`src/rtl/display_share_arbiter_pkg.sv`:
```
// Shared definitions for the display-sharing blocks: requester count, data
// width, hold-counter width and the arbiter state encoding.
package display_share_arbiter_pkg;

  localparam int unsigned NUM_REQ = 4;
  localparam int unsigned DATA_W  = 4;
  localparam int unsigned IDX_W   = 2;
  localparam int unsigned CNT_W   = 8;

  typedef enum logic [1:0] {
    IDLE = 2'd0,
    LOAD = 2'd1,
    HOLD = 2'd2
  } disp_state_t;

endpackage

```
`src/rtl/display_share_arbiter_rr_pick4.sv`:
```
// Combinational round-robin picker: first active request scanning from ptr
// upward, wrapping modulo the requester count.
module rr_pick4
  import display_share_arbiter_pkg::*;
(
  input  logic [NUM_REQ-1:0] req,
  input  logic [IDX_W-1:0]   ptr,
  output logic [IDX_W-1:0]   sel,
  output logic               any
);

  logic [IDX_W-1:0] idx;

  always_comb begin
    sel = '0;
    any = 1'b0;
    idx = '0;
    for (int unsigned i = 0; i < NUM_REQ; i++) begin
      idx = ptr + IDX_W'(i);
      if (!any && req[idx]) begin
        sel = idx;
        any = 1'b1;
      end
    end
  end

endmodule

```
`src/rtl/display_share_arbiter.sv`:
```
// Shares one 4-bit display register between four requesters: round-robin
// grant, one-cycle load, then a fixed hold window before re-arbitration.
module display_share_arbiter
  import display_share_arbiter_pkg::*;
#(
  parameter int unsigned HOLD_CYCLES = 8
) (
  input  logic                      clk,
  input  logic                      rst,
  input  logic [NUM_REQ-1:0]        req,
  input  logic [NUM_REQ*DATA_W-1:0] data,
  output logic [NUM_REQ-1:0]        ack,
  output logic                      reg_en,
  output logic [DATA_W-1:0]         reg_d,
  output logic [IDX_W-1:0]          owner,
  output logic                      owner_valid,
  output logic                      busy
);

  localparam logic [CNT_W-1:0] HOLD_INIT = CNT_W'(HOLD_CYCLES - 1);

  disp_state_t      state, state_nxt;
  logic [IDX_W-1:0] sel_q;
  logic [IDX_W-1:0] ptr;
  logic [CNT_W-1:0] cnt;
  logic [IDX_W-1:0] pick_sel;
  logic             pick_any;

  rr_pick4 u_pick (
    .req (req),
    .ptr (ptr),
    .sel (pick_sel),
    .any (pick_any)
  );

  always_comb begin
    state_nxt = state;
    case (state)
      IDLE:    if (pick_any) state_nxt = LOAD;
      LOAD:    state_nxt = HOLD;
      HOLD:    if (cnt == '0) state_nxt = pick_any ? LOAD : IDLE;
      default: state_nxt = IDLE;
    endcase
  end

  always_ff @(posedge clk or negedge rst) begin
    if (!rst) state <= IDLE;
    else      state <= state_nxt;
  end

  // Winner is latched on entry to LOAD so ack/reg_d depend only on registers
  // (and the selected requester's data), never on the live req vector.
  always_ff @(posedge clk or negedge rst) begin
    if (!rst) begin
      sel_q       <= '0;
      ptr         <= '0;
      cnt         <= '0;
      owner       <= '0;
      owner_valid <= 1'b0;
    end else begin
      if (state_nxt == LOAD) sel_q <= pick_sel;
      case (state)
        LOAD: begin
          owner       <= sel_q;
          owner_valid <= 1'b1;
          ptr         <= sel_q + IDX_W'(1);
          cnt         <= HOLD_INIT;
        end
        HOLD:    if (cnt != '0) cnt <= cnt - CNT_W'(1);
        default: ;
      endcase
    end
  end

  always_comb begin
    ack    = '0;
    reg_en = 1'b0;
    reg_d  = '0;
    busy   = (state != IDLE);
    if (state == LOAD) begin
      ack[sel_q] = 1'b1;
      reg_en     = 1'b1;
      reg_d      = data[32'(sel_q) * DATA_W +: DATA_W];
    end
  end

endmodule

```
`config.mk`:
```
export PLATFORM = sky130hd
export DESIGN_NAME = display_share_arbiter
export DESIGN_NICKNAME = d
export VERILOG_FILES = /design/src/rtl/display_share_arbiter_pkg.sv /design/src/rtl/display_share_arbiter_rr_pick4.sv /design/src/rtl/display_share_arbiter.sv
export SDC_FILE = /design/constraint.sdc
export NUM_CORES = 1
export LEC_CHECK = 0
export CORE_AREA = 5 5 70 56
export CTS_CLUSTER_SIZE = 25
export DETAILED_ROUTE_END_ITERATION = 8
export DIE_AREA = 0 0 75 61
export PLACE_DENSITY_LB_ADDON = 0.2
export SLEW_MARGIN = 20
export SYNTH_ARGS = -nofsm -noshare
export SYNTH_HDL_FRONTEND = slang
export SYNTH_SLANG_ARGS = --single-unit
```
`constraint.sdc`:
```
create_clock -name clk -period 2.5 [get_ports clk]
set_clock_uncertainty 0.15 [all_clocks]
set_input_delay 0.25 -clock clk [delete_from_list [all_inputs] [get_ports clk]]
set_output_delay 0.25 -clock clk [all_outputs]
set_load 0.02 [all_outputs]
```
==> impl_metrics.py <==
metrics = {
    "yosys": {
        "synthTopCellsByCount": "dfrtp_1 (17), nand2_1 (10), and2_1 (8), inv_1 (8)",
        "syn_nets": 131,
        "yosysMostFrequentCell": "dfrtp_1",
        "synth-edff-count": 0,
        "synth-main-ff-cell": "dfrtp_1",
        "yosysWarnings": 0,
        "ys_ff_latch": 17,
        "synthCells": 103,
        "yosysSeqAreaShare_pct": 40.7,
        "synth_area_leader_cell": "dfrtp_1",
        "syn_area_per_cell_sq_um": 10.1,
        "synth_area_sq_um": 1040,
        "ys_top_cells_by_area": "dfrtp_1 (41%), mux4_2 (8.6%), ha_1 (7.2%)",
        "synthArstFlopShare_pct": 100,
        "yosys.cell_types.count": 29,
        "synth_top_cell_area_share_pct": 40.7,
    },
    "place": {
        "dp_slack_ns": 0.276,
        "place_congestion": 0.826,
        "portBuffers": 34,
        "place_area_sq_um": 1430,
        "dp_hpwl_um": 2070,
        "dpl.cell_count": 175,
    },
    "setup_path": {
        "critPathRequiredTime_ns": 2.10,
        "r2r-start": "cnt[0]",
        "r2r_end": "cnt[5]",
        "endpoint": "reg_d[1]",
        "critPathMaxFanout": 8,
        "critical_path_arrival_ns": 1.97,
        "crit_start": "sel_q[0]",
        "reg2reg_depth": 6,
        "r2r_slack_ns": 0.53,
        "critical_path_class": "reg -> out",
        "startpoint_type": "flip-flop",
        "end_kind": "output pin",
    },
    "clock_network": {
        "htreeDepth": 1,
        "cts.clk_slew.worst_paths_ns": 0.07,
        "cts-buffers-inserted": 3,
        "postCtsSetupBuffers": 0,
        "clk_path_buf_depth": 2,
        "clock_latency_ns": 0.25,
        "clock-sinks": 17,
        "clk_root_buffer_cell": "clkbuf_8",
        "tritoncts": "yes",
    },
    "route": {
        "postRouteAntennaNets": 0,
        "drt_wl_total_um": 2580,
        "drtIter0Drc": 29,
        "num_vias": 857,
        "drc": 0,
        "drtPass1Iterations": 4,
        "post_drt_wl_per_cell_um": 14.4,
        "post_drt_via_cell_ratio": 4.79,
    },
    "floorplan": {
        "ios": 35,
        "core_region_area_sq_um": 3180,
        "dieArea_sq_um": 4580,
        "die_w_um": 75,
        "rows": 18,
        "dieHeight_um": 61,
        "start_util_pct": 32.9,
    },
    "sta": {
        "finalHoldViolations": 0,
        "rsz0062_at_grt": "no",
        "finalSetupTns_ns": 0,
        "maxSlewHeadroom_pct": 46.9,
        "setup_ws_ns": 0.129,
        "fmax_ghz": 0.422,
        "fin_crit_sh_pct": 94.8,
        "report.final.slew_viol_count": 0,
        "setup_violations": 0,
        "min_period_ns": 2.37,
        "worstMarginPinSlew_ns": 0.794,
    },
    "final_layout": {
        "finalInstanceArea_sq_um": 1480,
        "area_growth_pct": 41.9,
        "antenna_cells": 0,
        "layout-drive-gt1-share_pct": 10.8,
        "final_cell_count_no_fill": 179,
        "nNetsFinal": 168,
    },
    "power_and_ir_drop": {
        "ir_drop_uv": 462,
        "p_per_area_nw_per_um2": 993,
        "power_leakage_nw": 0.648,
    },
    "global_routing": {
        "antenna_found_initial": 0,
        "grt_start_max_net_pins": 18,
        "overflow": 0,
        "grtUsageTotal_pct": 11.9,
        "grt_pass1_vias": 905,
        "grt_pass1_wl_um": 4110,
    },
    "min_path": {
        "hold_path.class": "in -> async",
    },
    "outcome": {
        "status": "completed",
    },
    "job": {
        "drv_cap": 0,
    },
}
-- metrics by stage --
stage	utilization [%]	total power, mW	hold WS, ns
after floorplan	-	0.966	-0.196
after global placement	45.1	1.25	0.298
after detailed placement	45.1	1.27	0.327
after CTS	46.6	1.49	0.344
after global routing	46.7	1.60	0.358
final	46.7	1.47	0.307
-- how the worst min path moves through the flow --
stage,startpoint,to,slack (ns),cells past startpoint
after floorplan,rst,cnt[0],-0.20,0
after global placement,owner_valid,owner_valid,0.30,1
after detailed placement,owner_valid,owner_valid,0.33,1
after CTS,rst,cnt[3],0.34,1
after global routing,owner_valid,owner_valid,0.36,1
final,rst,state[0],0.31,1
-- area by class of cell --
cell class | count | area [sq um]
Timing Repair Buffer | 35 | 348
Multi-Input combinational cell | 75 | 578
Fill cell | 302 | 1690
Sequential cell | 17 | 427
Tap cell | 40 | 50.0
Clock inverter | 1 | 5.00
Clock buffer | 3 | 41.3
Inverter | 8 | 33.8
-- power by group --
part | internal [mW] | switching (mW) | leakage [nW]
Clock | 0.111 | 0.0995 | 0.0255
Sequential | 0.371 | 0.141 | 0.204
Combinational | 0.377 | 0.372 | 0.418
-- metal layers --
| metal | global-route usage, % | routed length [um] | vias to the layer above |
|---|---|---|---|
| met5 | 0 | 0 | - |
| met4 | 0.761 | 6 | 0 |
| met3 | 4.14 | 109 | 2 |
| met2 | 18.7 | 1230 | 12 |
| met1 | 16.6 | 1240 | 408 |
| li1 | - | - | 435 |
-- worst max-delay path: stages, from the launching register on --
cell	delay, ns
dfrtp_2	0.49
mux4_2	0.51
and2_1	0.17
clkdlybuf4s50_1	0.55
-- sequential cells by signal (all words and copies together), names as in the netlist --
register / cells
cnt: 8
owner: 2
owner_valid: 1
ptr: 2
sel_q: 2
state: 2
-- cell families after synthesis --
logic type	Yosys count	synth area share (%)
AND/OR/NAND/NOR	42	22.4
flip-flops	17	40.7
XOR/XNOR	1	0.838
AO/OA/AOI/OAI	17	11.4
multiplexers	9	13.5
adder cells (fa/ha/maj)	6	7.19
buffers and inverters	11	3.95
-- placed cells by master, fill, tap and decap left out, types with 3 or more instances in the layout --
cell type,count
nand2b_1,5
ha_1,6
nand2_1,10
mux2i_1,4
nor2_1,6
a211o_1,3
a21oi_1,6
inv_1,7
clkbuf_8,3
mux4_2,4
clkdlybuf4s50_1,34
dfrtp_1,16
and2_1,8
-- what timing repair did --
| action | in CTS | in global routing |
|---|---|---|
| setup endpoints to repair | 1 | 7 |
| resized for setup | 1 | 1 |
| hold endpoints to repair | 0 | 0 |
| hold buffers | 0 | 0 |
(Power assumes the default switching activity.)
